$ cat src/rtl/pwm_pkg.sv
// Shared helpers and reset constants for the multichannel PWM block.
// PWM_CENTER_ALIGNED_EN selects the up/down counter mode in pwm_multichannel.
package pwm_pkg;

    localparam logic PWM_IDLE  = 1'b0;
    localparam logic TICK_IDLE = 1'b0;
    localparam logic DIR_UP    = 1'b0;
    localparam logic DIR_DOWN  = 1'b1;

    // Channel-select width; a single channel still gets a 1-bit select port.
    function automatic int ch_width(input int n);
        return (n > 1) ? $clog2(n) : 1;
    endfunction

endpackage

$ cat src/rtl/pwm_channel.sv
// One PWM channel: shadow (pending) duty, active duty loaded at frame boundary,
// and a registered compare against the shared counter.
module pwm_channel
    import pwm_pkg::*;
#(
    parameter int WIDTH = 16
) (
    input  logic             clk,
    input  logic             rst_n,
    input  logic             i_enable,
    input  logic [WIDTH-1:0] i_counter,
    input  logic             i_load,
    input  logic             i_wr,
    input  logic [WIDTH-1:0] i_duty,
    output logic             o_pwm
);

    logic [WIDTH-1:0] r_pending;
    logic [WIDTH-1:0] r_active;
    logic             r_pwm;

    always_ff @(posedge clk or negedge rst_n) begin
        if (!rst_n) begin
            r_pending <= '0;
        end else if (i_wr) begin
            r_pending <= i_duty;
        end
    end

    // A write landing on the load cycle is not seen here until the next load.
    always_ff @(posedge clk or negedge rst_n) begin
        if (!rst_n) begin
            r_active <= '0;
        end else if (i_load) begin
            r_active <= r_pending;
        end
    end

    always_ff @(posedge clk or negedge rst_n) begin
        if (!rst_n) begin
            r_pwm <= PWM_IDLE;
        end else begin
            r_pwm <= i_enable && (i_counter < r_active);
        end
    end

    assign o_pwm = r_pwm;

endmodule

$ cat src/rtl/pwm_multichannel.sv
// N-channel PWM with a shared frame counter and boundary-synchronous duty/period update.
// Define PWM_CENTER_ALIGNED_EN for an up/down (centre-aligned) counter; default is edge-aligned.
module pwm_multichannel
    import pwm_pkg::*;
#(
    parameter  int CHANNELS = 4,
    parameter  int WIDTH    = 16,
    localparam int CH_W     = ch_width(CHANNELS)
) (
    input  logic                clk,
    input  logic                rst_n,
    input  logic                enable,
    input  logic [WIDTH-1:0]    period,
    input  logic                wr_en,
    input  logic [CH_W-1:0]     wr_ch,
    input  logic [WIDTH-1:0]    wr_duty,
    output logic [CHANNELS-1:0] pwm_out,
    output logic                period_tick
);

    logic [WIDTH-1:0]    r_counter;
    logic [WIDTH-1:0]    r_active_period;
    logic                r_tick;
    logic [WIDTH-1:0]    w_eff_period;
    logic [WIDTH-1:0]    w_last;
    logic                w_boundary;
    logic                w_load;
    logic [CHANNELS-1:0] w_wr_sel;

    // A programmed period of 0 behaves as 1, so P-1 never underflows.
    assign w_eff_period = (r_active_period == '0) ? WIDTH'(1) : r_active_period;
    assign w_last       = w_eff_period - WIDTH'(1);

`ifdef PWM_CENTER_ALIGNED_EN
    logic r_dir;

    assign w_boundary = enable && (r_dir == DIR_DOWN) && (r_counter == '0);

    // Up to P-1, hold P-1 for one extra cycle, then down to 0: frame is 2P cycles.
    always_ff @(posedge clk or negedge rst_n) begin
        if (!rst_n) begin
            r_counter <= '0;
            r_dir     <= DIR_UP;
        end else if (!enable) begin
            r_counter <= '0;
            r_dir     <= DIR_UP;
        end else if (r_dir == DIR_UP) begin
            if (r_counter >= w_last) begin
                r_dir <= DIR_DOWN;
            end else begin
                r_counter <= r_counter + WIDTH'(1);
            end
        end else if (r_counter == '0) begin
            r_dir <= DIR_UP;
        end else begin
            r_counter <= r_counter - WIDTH'(1);
        end
    end
`else
    assign w_boundary = enable && (r_counter >= w_last);

    always_ff @(posedge clk or negedge rst_n) begin
        if (!rst_n) begin
            r_counter <= '0;
        end else if (!enable || w_boundary) begin
            r_counter <= '0;
        end else begin
            r_counter <= r_counter + WIDTH'(1);
        end
    end
`endif

    // While disabled the active set tracks the shadow set, so enabling starts a clean frame.
    assign w_load = w_boundary || !enable;

    always_ff @(posedge clk or negedge rst_n) begin
        if (!rst_n) begin
            r_active_period <= '0;
        end else if (w_load) begin
            r_active_period <= period;
        end
    end

    always_ff @(posedge clk or negedge rst_n) begin
        if (!rst_n) begin
            r_tick <= TICK_IDLE;
        end else begin
            r_tick <= w_boundary;
        end
    end

    assign period_tick = r_tick;

    for (genvar gi = 0; gi < CHANNELS; gi++) begin : g_ch
        // Out-of-range channel numbers match no slice and are dropped.
        assign w_wr_sel[gi] = wr_en && (32'(wr_ch) == 32'(gi));

        pwm_channel #(
            .WIDTH(WIDTH)
        ) u_channel (
            .clk      (clk),
            .rst_n    (rst_n),
            .i_enable (enable),
            .i_counter(r_counter),
            .i_load   (w_load),
            .i_wr     (w_wr_sel[gi]),
            .i_duty   (wr_duty),
            .o_pwm    (pwm_out[gi])
        );
    end

endmodule
$ cat config.mk
export PLATFORM = sky130hd
export DESIGN_NAME = pwm_multichannel
export DESIGN_NICKNAME = d
export VERILOG_FILES = /design/src/rtl/pwm_pkg.sv /design/src/rtl/pwm_channel.sv /design/src/rtl/pwm_multichannel.sv
export SDC_FILE = /design/constraint.sdc
export NUM_CORES = 1
export LEC_CHECK = 0
export BUFFER_PORTS_ARGS = -buffer_cell sky130_fd_sc_hd__buf_2
export CAP_MARGIN = 15
export CORE_UTILIZATION = 59
export CTS_BUF_LIST = sky130_fd_sc_hd__clkbuf_16
export DETAILED_ROUTE_END_ITERATION = 6
export PLACE_DENSITY = 0.73
export SLEW_MARGIN = 30
export SYNTH_ARGS = -nofsm -noshare
export SYNTH_HDL_FRONTEND = slang
export SYNTH_SLANG_ARGS = --single-unit
export TNS_END_PERCENT = 20
$ cat constraint.sdc
create_clock -name clk -period 5.8 [get_ports clk]
set_input_delay 0.58 -clock clk [delete_from_list [all_inputs] [get_ports clk]]
set_output_delay 0.58 -clock clk [all_outputs]
set_load 0.1 [all_outputs]
======== Yosys cells after proc, flatten, opt, wreduce, memory -nomap -nowiden ========
Index checks and enable logic that the tools add are counted.
operators by class
  add/sub/neg operators ................... 2
  $mul .................................... 0
  divide/modulo/power cells ............... 0
  $lt $le $gt $ge ......................... 5
  eq/ne operators ......................... 3
  shifts and indexed selects .............. 0
  multiplexer cells ....................... 2
  bitwise logic cells ..................... 0
  reduce and logical (&&, ||, !) cells .... 13
operators with widths
  kind                                                 number
  less-than comparator 16 bit                          4
  2-to-1 mux 16 bit                                    2
  adder 16 x 1 -> 16 bit (second input constant)       1
  greater-or-equal comparator 16 bit                   1
  logical NOT 16 bit                                   1
  subtractor 16 x 1 -> 16 bit (second input constant)  1
  logical AND 1 bit                                    9
  == test 2 bit (second input constant)                2
  == test 2 x 1 -> 1 bit (second input constant)       1
  logical NOT 2 bit                                    1
  logical NOT 1 bit                                    1
  logical OR 1 bit                                     1
word-level totals
  register bits ........................... 165
  bits in latches ......................... 0
  memory bits (writable) .................. 0
  bits in read-only memories .............. 0
  bits of input ports ..................... 38
  output and inout port bits .............. 5
  word-level logic and storage cells ...... 40
  memories ................................ 0

======== Depth between registers and ports, before layout ========
  depth after elaboration ................. 7
  depth in mapped cells ................... 16
  gate-level depth less buffers ........... 14

======== Hierarchy ========
From an unflattened synthesis, not the netlist that was laid out.
unflattened totals
  cells, all modules ...................... 744
  area, all modules ....................... 8,231.6 um2
modules (own cells, without submodules)
  module            instances  cells each  area an instance (um2)
  pwm_channel       4          137         1,549.0
  pwm_multichannel  1          196         2,035.7

======== Worst setup path after synthesis ========
No wires, ideal clock.
  path kind ............................... register to register
  start point ............................. reg r_active_period[7]
  end point ............................... reg g_ch[0].u_channel.r_active[11]
  library setup time ...................... 0.127 ns
  arrival ................................. 3.565 ns
  data required time ...................... 5.673 ns
  setup slack ............................. 2.107 ns
  stages on the path, launching flop included .. 17
  cells stage by stage .................... dfrtp_1 or4_1 nor2_1 a31oi_1 ha_1 nor3b_1 nand2_1 nor3_1 xnor2_1 ha_1 and3_1 o21ai_1 o2111ai_1 a21oi_2 buf_4 buf_4 mux2_1
on the way
  longest elaborated chain between the ends .. 6
ends and longest elaborated chain
  item                                  RTL line                text
  start, declared                       pwm_multichannel.sv:22  logic [WIDTH-1:0] r_active_period;
  start signal, assigned                pwm_multichannel.sv:80  r_active_period <= period;
  logical NOT 16 bit                    pwm_multichannel.sv:31  assign w_eff_period = (r_active_period == '0) ? WIDTH'(1) : r_active_period;
  2-to-1 mux 16 bit *                   pwm_multichannel.sv:31
  subtractor 16 x 1 -> 16 bit *         pwm_multichannel.sv:32  assign w_last = w_eff_period - WIDTH'(1);
  greater-or-equal comparator 16 bit *  pwm_multichannel.sv:60  assign w_boundary = enable && (r_counter >= w_last);
  logical AND 1 bit *                   pwm_multichannel.sv:60
  logical OR 1 bit *                    pwm_multichannel.sv:74  assign w_load = w_boundary || !enable;
  end signal, assigned                  pwm_channel.sv:35       r_active <= r_pending;
  end, declared                         pwm_channel.sv:19       logic [WIDTH-1:0] r_active;
Every way passes the cells marked *; elsewhere a longest branch is shown, timed or not.
A chain may end at the register's enable or synchronous reset.

======== Final worst setup path ========
  start point ............................. reg r_active_period[4]
  end point ............................... reg g_ch[2].u_channel.r_active[9]
on the way
  longest elaborated chain between the ends .. 6
ends and longest elaborated chain
  item                                  RTL line
  logical NOT 16 bit                    pwm_multichannel.sv:31
  2-to-1 mux 16 bit *                   pwm_multichannel.sv:31
  subtractor 16 x 1 -> 16 bit *         pwm_multichannel.sv:32
  greater-or-equal comparator 16 bit *  pwm_multichannel.sv:60
  logical AND 1 bit *                   pwm_multichannel.sv:60
  logical OR 1 bit *                    pwm_multichannel.sv:74
  end signal, assigned                  pwm_channel.sv:35
  end, declared                         pwm_channel.sv:19
Marks and branches as above.

==> key figures <==
Worst setup path
  – Critical path class: reg2reg
  – R2R setup slack: roughly 1.4 ns
  – Most frequent CP cell: ha_1
  – Worst setup EP type: register
  – CP Launch Type: register
  – R2r endpoint: g_ch[2].u_channel.r_active[9]$_DFFE_PN0P_
  – Worst r2r src: r_active_period[4]$_DFFE_PN0P_
  – Crit-path max cell delay: around 0.60 ns
  – Worst Path Arrival: 4.75 ns
  – CP Max Fanout: 64
  – CP required: ~6.1 ns
  – Max stage delay cell, worst path: buf_4
  – CP cell instances: or4_1, nor2_1, a31oi_1, ha_1, nor3b_1, nand2_1, nor3_1, xnor2_1, ha_1, and3_1, o21ai_1, o2111ai_1, a21oi_4, buf_4, mux2_2
  – Worst reg-to-reg path cell count: 15

CTS
  – Postcts setup bufs: 0
  – CTS Buf Count: 17
  – Clock root cell: clkbuf_16
  – CTS tree: done
  – Worst-path clk slew: 0.06 ns
  – Resize count post-CTS: 0
  – CTS sink cnt: ~170
  – H-tree Lvls: 4
  – Post-cts hold buffer count: 0
  – Clk buf depth: 2
  – Worst-skew pair later-pin latency: 0.43 ns

Pwr
  – Clock share of power: 0.360
  – Flop pwr share: 0.476
  – Pwr/cell area: roughly 330 nW/um^2
  – Logic gate share of total power: 0.163
  – VDD IR max: approximately 0.00026 V
  – Psw: 824 uW
  – Leak Pwr: ~0.0045 uW
  – Internal: between 2000 and 2500 uW
  – Pwr Total: between 3000 and 4000 uW
  – Switching share of power: 0.265

Global routing
  – GRT Resource Usage Total: 0.249
  – Initial antenna violation count: 0
  – Vias in the first global route: 5,619
  – Grt ovf: 0
  – Largest net degree at the start of global routing: 88
  – First-pass GRT wire length: about 28 mm

Synth
  – Post-synth net total: 791
  – Ys Warns: 0
  – Seq cells post-synth: around 170
  – Synth cell types: 43
  – Yosys top cell area share: 0.493
  – Post-synthesis cell area: ~8400 sq um
  – Cells after synthesis: 675
  – Avg Cell Area, Syn: ~12 sq um
  – Synth top area cells: dfrtp_1 49%, mux2_2 15%, ha_1 12%, mux2_1 3.9%, inv_1 2.9%
  – Synth area leader: dfrtp_1
  – Post-synthesis sequential area ratio: 0.493

Route
  – Number of remaining DRC errors: 0
  – WL final: roughly 16 mm
  – ANT nets after route: 0
  – WL/cell: between 15 and 20 um
  – DR iter-0 viols: around 240
  – Via Count: approximately 5,300
  – Via density: ~5.7
  – Drt pass-1 iters: 4

Place
  – Port bufs: 42
  – HPWL after DPL: about 12 mm
  – Routability cong.: roughly 0.87
  – Placed cell area: ~8800 sq um
  – Placed cells: around 880

Run
  – Max-cap viol count: 0

STA
  – Setup Skew: between 0.015 and 0.02 ns
  – Final Slew Violations: 0
  – Final Cycle Share: 0.765
  – Worst slew pin tran: around 0.78 ns
  – Setup violators final: 0
  – Final Hold Vio Count: 0
  – Max Clk Rate: between 0.2 and 0.25 GHz
  – RSZ-0062 raised after global routing: no
  – Max transition margin: 0.483
  – Setup TNS: 0 ns
  – Post-layout min period: roughly 4.4 ns

Finish
  – Design area: just over 9000 sq um
  – Final non-filler cell total: roughly 910
  – Commonest cells after routing, fill and taps aside: 165 x dfrtp_1, 115 x mux2_2, 78 x ha_1
  – Nets@finish: 839
  – Layout cell share with drive strength beyond 1: 0.263
  – Area growth from synthesis to layout: 11.7%
  – Ant diodes: 0
  – Final Util: 0.674
  – Commonest non-fill, non-tap cell in the layout: dfrtp_1

Die
  – I/O Pins: 43
  – Initial core utilization: 0.603
  – Die height: approximately 120 um
  – Die outline area: between 10,000 and 15,000 sq um
  – Row count: 43
  – Placeable core region: about 14,000 sq um
  – Die extent in x: ~120 um

Run status
  – Status: completed

Hold path
  – Min-delay worst type: in2async
[how the worst max path moves through the flow]
| stage | slack (ns) | startpoint | end |
|---|---|---|---|
| after floorplan | 2.11 | r_active_period[7]$_DFFE_PN0P_ | g_ch[0].u_channel.r_active[11]$_DFFE_PN0P_ |
| after global placement | 1.58 | r_active_period[7]$_DFFE_PN0P_ | g_ch[2].u_channel.r_active[4]$_DFFE_PN0P_ |
| after detailed placement | 1.44 | r_active_period[7]$_DFFE_PN0P_ | g_ch[2].u_channel.r_active[13]$_DFFE_PN0P_ |
| after CTS | 1.40 | r_active_period[4]$_DFFE_PN0P_ | g_ch[2].u_channel.r_active[9]$_DFFE_PN0P_ |
| after global routing | 1.02 | r_active_period[4]$_DFFE_PN0P_ | g_ch[2].u_channel.r_active[13]$_DFFE_PN0P_ |
| final | 1.36 | r_active_period[4]$_DFFE_PN0P_ | g_ch[2].u_channel.r_active[9]$_DFFE_PN0P_ |
[cell families after synthesis]
| family | share of synthesized area |
|---|---|
| flops | 0.493 |
| mux | 0.195 |
| simple gates | 0.0752 |
| buf+inv | 0.0426 |
| fa+ha+maj | 0.117 |
| compound gates | 0.0517 |
| xor+xnor | 0.0261 |
[area by class of cell]
cell class / count / area, sq um
fillers: 1057 / 4530
flip-flops and latches: 165 / 4130
multi-input cells: 427 / 3900
clock buffers: 17 / 425
repair buffers: 48 / 273
inverters: 64 / 240
well taps: 180 / 225
clock inverters: 13 / 159
[layer usage]
layer / share of wire / GRT usage / up-vias
li1: - / - / 2486
met1: 0.47 / 0.324 / 2660
met2: 0.48 / 0.413 / 82
met3: 0.035 / 0.0559 / 23
met4: 0.016 / 0.0802 / 0
met5: 0 / 0 / -
[synthesized netlist by cell type (all sizes together)]
| cell | number |
|---|---|
| nor3b | 3 |
| dfrtp | 165 |
| mux2i | 1 |
| and3b | 3 |
| and2 | 17 |
| clkbuf | 5 |
| nand4 | 7 |
| o41ai | 1 |
| xor2 | 5 |
| nor3 | 14 |
| nand3 | 17 |
| and4 | 6 |
| mux2 | 144 |
| a311oi | 1 |
| a31oi | 1 |
| nor2 | 5 |
| nand2 | 18 |
| or4 | 3 |
| nand2b | 4 |
| nor2b | 5 |
| o21ai | 14 |
| a2111oi | 3 |
| and3 | 3 |
| o2111ai | 1 |
| a21oi | 25 |
| a211oi | 6 |
| nand3b | 2 |
| inv | 64 |
| xnor2 | 20 |
| a211o | 2 |
| nor4 | 3 |
| ha | 78 |
| o211ai | 3 |
| o31ai | 2 |
| buf | 14 |
| o21a | 2 |
| a21o | 8 |
[critical path: cells and delay by family (launching register included)]
| family | cells | cell delay, ns |
|---|---|---|
| xor gates and xnor gates | 1 | 0.15 |
| DFF | 1 | 0.43 |
| muxes | 1 | 0.42 |
| AOI/OAI and AO/OA | 4 | 0.78 |
| adders and majority gates | 2 | 0.51 |
| and+or+nand+nor | 6 | 1.39 |
| buffers and inverters | 1 | 0.60 |
[registers in the layout, summed over array words and instances (netlist names)]
signal                    cells
g_ch.u_channel.r_active      64
g_ch.u_channel.r_pending     64
r_active_period              16
r_counter                    16
g_ch.u_channel.o_pwm          4
period_tick                   1
[power groups by stage]
stage          clock network (uW)  registers [uW]  logic (uW)
2_1_floorplan                   0            1450         380
3_3_place_gp                    0            1490         476
3_5_place_dp                    0            1500         505
4_1_cts                      1140            1480         514
5_1_grt                      1190            1510         574
6_report                     1120            1480         508
[per-stage QoR]
stage                     hold slack (ns)  setup slack [ns]
after floorplan                     0.284              2.11
after global placement              0.462              1.58
after detailed placement            0.471              1.44
after CTS                           0.225              1.40
after global routing                0.255              1.02
final                               0.182              1.36
Note: power is estimated with default switching activity, not from simulation.
